$ cat config.mk
export PLATFORM = sky130hd
export DESIGN_NAME = pg_input_filter
export DESIGN_NICKNAME = d
export VERILOG_FILES = /design/src/rtl/pg_input_filter.sv
export SDC_FILE = /design/constraint.sdc
export NUM_CORES = 1
export LEC_CHECK = 0
export ABC_AREA = 0
export ABC_CLOCK_PERIOD_IN_PS = 13100
export BUFFER_PORTS_ARGS = -buffer_cell sky130_fd_sc_hd__buf_4
export CAP_MARGIN = 20
export CORE_AREA = 2 2 174 142
export DETAILED_ROUTE_END_ITERATION = 10
export DIE_AREA = 0 0 176 144
export GPL_ROUTABILITY_DRIVEN = 0
export PLACE_DENSITY = 0.45
export SYNTH_ARGS = -nofsm -noshare
export SYNTH_HDL_FRONTEND = slang
export SYNTH_SLANG_ARGS = --single-unit
export TNS_END_PERCENT = 10
$ cat constraint.sdc
create_clock -name CLK_IN -period 13.1 [get_ports CLK_IN]
set_clock_uncertainty 0.1 [all_clocks]
set_input_delay 1.31 -clock CLK_IN [delete_from_list [all_inputs] [get_ports CLK_IN]]
set_output_delay 1.31 -clock CLK_IN [all_outputs]
set_load 0.02 [all_outputs]
$ cat src/rtl/pg_input_filter.sv
// rtl/pg_input_filter.sv - synchronizing, deglitching power-good filter with optional fault capture (PG_FAULT_CAPTURE_EN)
`timescale 1ns/1ps
module pg_input_filter #(
  parameter int RAILS    = 15,
  parameter int FILT_LEN = 8
) (
  input  logic             CLK_IN,
  input  logic             RST,
  input  logic [RAILS-1:0] PG_RAW,
  input  logic             ARM,
  input  logic             CLR_FAULT,
  output logic [RAILS-1:0] PG_FILT,
  output logic [RAILS-1:0] PG_RISE,
  output logic [RAILS-1:0] PG_FALL,
  output logic             FAULT,
  output logic [RAILS-1:0] FAULT_VEC,
  output logic [3:0]       FAULT_IDX
);

  localparam logic [3:0] CntMax = 4'(FILT_LEN - 1);

  logic [RAILS-1:0] s1_q, s2_q;
  logic [RAILS-1:0] f_q, f_d;
  logic [RAILS-1:0] rise_q, rise_d;
  logic [RAILS-1:0] fall_q, fall_d;
  logic [3:0]       cnt_q [RAILS];
  logic [3:0]       cnt_d [RAILS];

  // Two-flop synchronizer on the asynchronous rail pins
  always_ff @(posedge CLK_IN or posedge RST) begin
    if (RST) begin
      s1_q <= '0;
      s2_q <= '0;
    end else begin
      s1_q <= PG_RAW;
      s2_q <= s1_q;
    end
  end

  // Per-rail stability counter: accept the new level on the FILT_LEN-th differing sample
  always_comb begin
    f_d    = f_q;
    rise_d = '0;
    fall_d = '0;
    for (int r = 0; r < RAILS; r++) begin
      cnt_d[r] = 4'd0;
      if (s2_q[r] != f_q[r]) begin
        if (cnt_q[r] == CntMax) begin
          f_d[r]    = s2_q[r];
          rise_d[r] = s2_q[r];
          fall_d[r] = ~s2_q[r];
        end else begin
          cnt_d[r] = cnt_q[r] + 4'd1;
        end
      end
    end
  end

  // Filter state and edge pulses; pulses land in the same cycle as the filtered change
  always_ff @(posedge CLK_IN or posedge RST) begin
    if (RST) begin
      f_q    <= '0;
      rise_q <= '0;
      fall_q <= '0;
      for (int r = 0; r < RAILS; r++) cnt_q[r] <= 4'd0;
    end else begin
      f_q    <= f_d;
      rise_q <= rise_d;
      fall_q <= fall_d;
      for (int r = 0; r < RAILS; r++) cnt_q[r] <= cnt_d[r];
    end
  end

  assign PG_FILT = f_q;
  assign PG_RISE = rise_q;
  assign PG_FALL = fall_q;

`ifdef PG_FAULT_CAPTURE_EN
  logic             fault_q, fault_d;
  logic [RAILS-1:0] fvec_q, fvec_d;
  logic [3:0]       fidx_q, fidx_d;
  logic [3:0]       low_idx;

  // Lowest-index rail among the ones that just fell
  always_comb begin
    low_idx = 4'd0;
    for (int r = RAILS - 1; r >= 0; r--) begin
      if (fall_q[r]) low_idx = 4'(r);
    end
  end

  // Sticky capture; a fall coinciding with a clear wins so no event is lost
  always_comb begin
    fault_d = fault_q;
    fvec_d  = fvec_q;
    fidx_d  = fidx_q;
    if (ARM && (fall_q != '0) && (!fault_q || CLR_FAULT)) begin
      fault_d = 1'b1;
      fvec_d  = f_q;
      fidx_d  = low_idx;
    end else if (CLR_FAULT) begin
      fault_d = 1'b0;
      fvec_d  = '0;
      fidx_d  = 4'd0;
    end
  end

  // Fault capture registers
  always_ff @(posedge CLK_IN or posedge RST) begin
    if (RST) begin
      fault_q <= 1'b0;
      fvec_q  <= '0;
      fidx_q  <= 4'd0;
    end else begin
      fault_q <= fault_d;
      fvec_q  <= fvec_d;
      fidx_q  <= fidx_d;
    end
  end

  assign FAULT     = fault_q;
  assign FAULT_VEC = fvec_q;
  assign FAULT_IDX = fidx_q;
`else
  logic unused_fault_inputs;
  assign unused_fault_inputs = ^{ARM, CLR_FAULT};

  assign FAULT     = 1'b0;
  assign FAULT_VEC = '0;
  assign FAULT_IDX = 4'd0;
`endif

endmodule

# Word level (Yosys, flattened, before mapping)
# Cells that the tools add are included.
word_totals:
  register_bits: 135
  latch_bits: 0
  mem_bits_rw: 0
  mem_bits_ro: 0
  output_inout_bits: 65
  word_cells: 199
  memories: 0
classes:
  addsub: 15
  n_mul: 0
  n_div: 0
  n_lt_le_gt_ge: 0
  n_eq_ne: 30
  shifts: 0
  n_mux: 90
  n_bitwise: 15
  n_reduce_logical: 15
ops:
  columns: ["op", "n"]
  rows:
  - ["$mux W4", 30]
  - ["$add A4 B1 Y4 const B", 15]
  - ["$eq A4 B3 Y1 const B", 15]
  - ["$mux W1", 60]
  - ["$reduce_and A2 Y1", 15]
  - ["$ne A1 B1 Y1", 15]
  - ["$not A1 Y1", 15]

# Depth between registers and ports, before layout
# Gate-level depths: netlist of run 1.
logic_depth:
  word_depth: 3
  depth_mapped: 4
  depth_no_buf: 4

# Least setup slack after synthesis of run 1
# OpenSTA, ideal clock, no wires.
synth_timing:
  path_kind: "register to output"
  start: "register f_q[0] (netlist: PG_FILT[0])"
  end: "output PG_FILT[0]"
  arrival_time_ns: 0.474
  required_time_ns: 11.690
  path_slack_ns: 11.216
  path_stages_with_launch: 1
  n_path_buf: 0
  path_cell_list: "dfrtp_1"
synth_lines:
  columns: ["item", "line", "text"]
  rows:
  - ["start: declaration", "23", "logic [RAILS-1:0] f_q, f_d;"]
  - ["start signal: assignment", "62", "f_q <= '0;"]
  - ["start signal: assignment", "67", "f_q <= f_d;"]
  - ["end: declaration", "12", "output logic [RAILS-1:0] PG_FILT,"]
# No word-level cell between the ends.

# Worst setup path in the final report of run 1
layout_timing:
  start: "register f_q[9] (netlist: PG_FILT[9])"
  end: "output PG_FILT[9]"
# No word-level cell between the ends.

==> flow_metrics.tcl, run 1 <==
set metrics [dict create \
    p_total_mw 1.34 \
    grtUsageTotal_pct 7.79 \
    grt-ovfl-total 0 \
    wire_per_inst_um 11.1 \
    place_ws_ns 10.09 \
    cts_root_buf "clkbuf_16" \
    async_flop_share_pct 100 \
    ys.flop_type "dfrtp_1" \
    drt_iter0_drc 81 \
    clkLatencyLatePin_ns 0.42 \
    placed_area_sq_um 6140 \
    r2r_setup_slack_ns 11.79 \
    final_cell_area_sq_um 6750 \
    cts_hold_buf 0 \
    hold_depth 0 \
    yosys.area.top_type_share_pct 63.2 \
    cp_num_cells 1 \
    tritoncts "done" \
    stdcell_count 787 \
    path_cells "buf_4" \
    slowest_delay_ns 0.43 \
    crit_family "flip-flops" \
    cts_buffer_depth 2 \
    cp_data_required_time_ns 11.69 \
    min_period_over_period_pct 18.6 \
    vias 2912 \
    finalWorstSetupSlack_ns 10.66 \
    slew_headroom_pct 39.5 \
    synth_common_cells "135 x dfrtp_1, 45 x nor2_1, 36 x nor3b_1, 30 x xnor2_1, 20 x buf_4" \
    die_h_um 144 \
    htree_levels 4 \
    cts.repair.resized 0 \
    slew_viol_final 0 \
    yosysWarnings 0 \
    final.setup.tns_ns 0 \
    utilization_pct 28.4 \
    path_max_fanout 5 \
    cp.arrival_ns 1.03 \
    hold_end "s2_q[1]" \
    drc 0 \
    min-delay-start "s1_q[1]" \
    avgSynthCellArea_sq_um 14.2 \
    ir_drop_v 0.0000771 \
    num_rows 51 \
    fmax_ghz 0.409 \
    grt_pass1_wl_um 15000 \
    antenna_left 0 \
    coreArea_sq_um 23800 \
    synth_area_sq_um 5350 \
    start_kind "flop" \
    end_kind "output port" \
    diodes 0 \
    rr_worst_depth 3 \
    postCtsSetupBuffers 0 \
    grt_pass1_vias 3130 \
    antenna_found_initial 0 \
    netlist-cell-type-count 14 \
    worst-path-buf-inv 1 \
    cts_buffers 17 \
    drive_gt1_share_pct 26.4 \
    worst_r2r_endpoint "PG_FILT[5]" \
    grt_max_degree 71 \
    routed_wl_um 8730 \
    fin_crit_ns 2.44 \
    die_w_um 176 \
    cap_violations 0 \
    outcome "completed" \
    rr_startpoint "cnt_q[36]" \
    leakagePower_nw 3.72 \
    hold_viol_final 0 \
    clkTransAtPathRegs_ns 0.07 \
    p_per_area_nw_per_um2 198 \
    portBuffers 61 \
    synth.most_common_cell "dfrtp_1" \
    syn_to_final_growth_pct 26.2 \
    crit_type "reg2out" \
    yosysSeqAreaShare_pct 63.2 \
    synth_edf_count 0 \
    die-area_sq_um 25300 \
    rsz0062_at_grt "no" \
    dp_cells 755 \
    boundaryPins 84 \
    finalNetCount 490 \
    dpl.hpwl_um 5550 \
    hold_path.class "reg2reg" \
    start_util_pct 22.5 \
    synth_cells 376 \
    cts_num_sinks 135 \
    hold_ws_ns 0.238 \
    dr.pass1.iters 4 \
    cp_slowest_cell "dfrtp_1" \
    ys_seq_elements 135 \
    tightest_slew_ns 0.908 \
    setup-violations-final 0 \
    synth_area_leader_cell "dfrtp_1" \
    via_per_inst 3.70 \
    synthTopCellsByArea "dfrtp_1 63%, nand3b_4 5.6%, nor3b_1 5.1%, xnor2_1 4.9%, mux2_4 4.2%" \
]
## state kept, by name, summed over array words and instances (netlist names)
name     count
s2_q        15
PG_FALL     15
s1_q        15
PG_RISE     15
cnt_q       60
PG_FILT     15
## cell families (layout without fill, tap and decap cells)
kind of cell,count (synthesis),in the layout,synth area share [%]
simple gates,135,135,17.8
xor+xnor,30,30,4.91
fa+ha+maj,15,15,3.51
buf+inv,30,104,3.51
other cells,1,20,0.0701
flops,135,135,63.2
mux,30,30,7.02
## cell usage in the layout, fill, tap and decap left out
master	instances
dfrtp_1	135
mux2_4	15
conb_1	20
nor2_1	45
buf_4	62
clkbuf_16	17
nand3b_4	15
clkinv_4	4
inv_1	9
bufinv_16	3
nor3b_1	36
clkinv_2	1
nor3_1	9
ha_1	15
nand3_1	15
clkbuf_1	1
clkinvlp_4	2
nor2b_1	15
inv_6	4
mux2i_1	15
clkbuf_8	1
xnor2_1	30
## metal layers
metal  part of all wire [%]  track usage, %  vias up
li1                       -               -     1388
met1                     45            9.03     1448
met2                     47            12.3       61
met3                    5.5            3.05       15
met4                    2.4            4.70        0
met5                      0               0        -
## worst max-delay path by stage
stage / start / endpoint / slack (ns)
global route: RST / cnt_q[13] / 10.38
finish: PG_FILT[9] / PG_FILT[9] / 10.66
global placement: RST / s1_q[3] / 10.15
CTS: RST / cnt_q[15] / 10.55
detailed placement: RST / PG_FALL[3] / 10.09
floorplan: RST / PG_FALL[0] / 8.08
## report_power, final
part	leakage, nW	switching [mW]	internal, mW	total (mW)
Clock	0.295	0.192	0.307	0.499
Combinational	1.65	0.127	0.137	0.265
Sequential	1.77	0.0806	0.496	0.577
## cell type report
type                       instances  area (sq um)
clock buffer                      19           443
fill                            2399         17000
inverter                          10          42.5
clock inverter                    13           171
multi-input combinational        230          1850
tap                              318           398
sequential                       135          3380
timing repair buffer              62           465
Power figures use the tool's default switching activity.
==> run 2, diff against run 1 <==
Settings changed: ABC_CLOCK_PERIOD_IN_PS 13100 to 2400.
Clock period 13.1 ns to 2.4 ns, I/O delays scaled along.
==> run 2 against run 1 <==
Effect of this change:
- flip-flop and latch count unchanged
- clock power increased to 5.2 times the previous value
- combinational power increased to 5.5 times the previous value
- critical path depth unchanged
- routed wire length increased by 1.6%
==> flow_metrics.tcl, run 2 (synthesis results as in run 1) <==
set metrics [dict create \
    outcome "completed" \
    htree_levels 4 \
    cap_violations 0 \
    ir_drop_v 0.000398 \
    dr.pass1.iters 3 \
    leakagePower_nw 3.78 \
    regMostFlops "cnt_q" \
    hold_viol_final 0 \
    setup-violations-final 0 \
    wire_per_inst_um 11.0 \
    die-area_sq_um 25300 \
    topRoutingLayerUsed "met4" \
    fmax_ghz 0.728 \
    slew_viol_final 0 \
    cp.arrival_ns 1.03 \
    min_period_over_period_pct 57.2 \
    final_cell_mix "135 x dfrtp_1, 61 x buf_4, 45 x nor2_1, 36 x nor3b_1, 30 x xnor2_1" \
    routed_wl_um 8870 \
    cts_root_buf "clkbuf_16" \
    antenna_left 0 \
    cts.repair.resized 0 \
    fin_crit_ns 1.37 \
    wl_met2_um 4380 \
    start_kind "flop" \
    grt_pass1_vias 3159 \
    num_rows 51 \
    via_per_inst 3.75 \
    crit_family "flip-flops" \
    tritoncts "done" \
    min-delay-start "s1_q[11]" \
    portBuffers 61 \
    start_util_pct 22.5 \
    wl_met1_um 3970 \
    grt_max_degree 76 \
    path_max_fanout 5 \
    rsz0062_at_grt "no" \
    clkLatencyLatePin_ns 0.41 \
    die_w_um 176 \
    diodes 0 \
    utilization_pct 29.1 \
    drt_iter0_drc 119 \
    cts_buffer_depth 2 \
    startpoint "PG_FILT[3]" \
    vias 3011 \
    cp_data_required_time_ns 2.06 \
    largest_register_ffs 60 \
    slowest_delay_ns 0.44 \
    die_h_um 144 \
    cp_slowest_cell "dfrtp_1" \
    boundaryPins 84 \
    drive_gt1_share_pct 25.3 \
    cts_hold_buf 16 \
    finalNetCount 507 \
    final.setup.tns_ns 0 \
    syn_to_final_growth_pct 29.3 \
    rr_startpoint "cnt_q[48]" \
    p_total_mw 7.21 \
    postCtsSetupBuffers 0 \
    crit_type "reg2out" \
    worst-path-buf-inv 1 \
    drc 0 \
    fill_cells 2368 \
    dpl.hpwl_um 5920 \
    grt_pass1_wl_um 15200 \
    hold_path.class "reg2reg" \
    grtUsageTotal_pct 7.67 \
    mostFrequentLayoutCell "dfrtp_1" \
    grt-ovfl-total 0 \
    coreArea_sq_um 23800 \
    wl_met3_um 369 \
    cts_num_sinks 135 \
    antenna_found_initial 0 \
    p_per_area_nw_per_um2 1040 \
    cts_buffers 17 \
    end_kind "output port" \
    clkTransAtPathRegs_ns 0.06 \
    path_cells "buf_4" \
]
==> run 2: cell count changes in the layout (fill, tap and decap cells not counted) <==
| cell | change |
|---|---|
| inv_6 | -4 |
| clkinvlp_4 | +2 |
| bufinv_16 | -1 |
| buf_12 | +2 |
| clkbuf_8 | +1 |
| clkbuf_1 | +2 |
| buf_4 | -1 |
| dlygate4sd3_1 | +16 |
==> run 2: worst paths after layout <==
path | cells after the start | endpoint | slack (ns)
worst max register to register | 3 | PG_FILT[2] | 1.09
worst min-delay path | 0 | s2_q[11] | 0.25
worst min register to register | 0 | s2_q[11] | 0.25
max in group asynchronous | 4 | PG_RISE[14] | 1.41
worst max-delay path | 1 | PG_FILT[3] | 1.03
min in group asynchronous | 4 | PG_RISE[12] | 0.41
==> run 2: final cells by class <==
class	count	area, sq um	area share (%)
multi-input cells	230	1850	26.8
repair buffers	79	658	9.52
well taps	318	398	5.75
clock inverters	10	123	1.77
inverters	10	41.3	0.597
clock buffers	22	464	6.71
flip-flops and latches	135	3380	48.8
==> run 2: metal layers <==
layer	track usage, %	vias to the layer above
li1	-	1420
met1	9.14	1531
met2	12.4	52
met3	2.63	8
met4	3.96	0
met5	0	-
==> run 2: through the flow <==
stage               hold slack [ns]  cell area [sq um]  std cells  setup WS (ns)
floorplan                     0.171               5420        395          0.381
global placement              0.233               6170        756           1.12
detailed placement            0.238               6170        756           1.08
CTS                           0.248               6920        804          0.990
global route                  0.260               6920        804          0.956
finish                        0.247               6920        804           1.03
==> run 2: where the power goes <==
| part | internal, mW | switching [mW] | total, mW |
|---|---|---|---|
| sequential | 2.71 | 0.442 | 3.15 |
| combinational | 0.774 | 0.700 | 1.47 |
| clock | 1.59 | 0.991 | 2.58 |
| total | 5.07 | 2.13 | 7.21 |
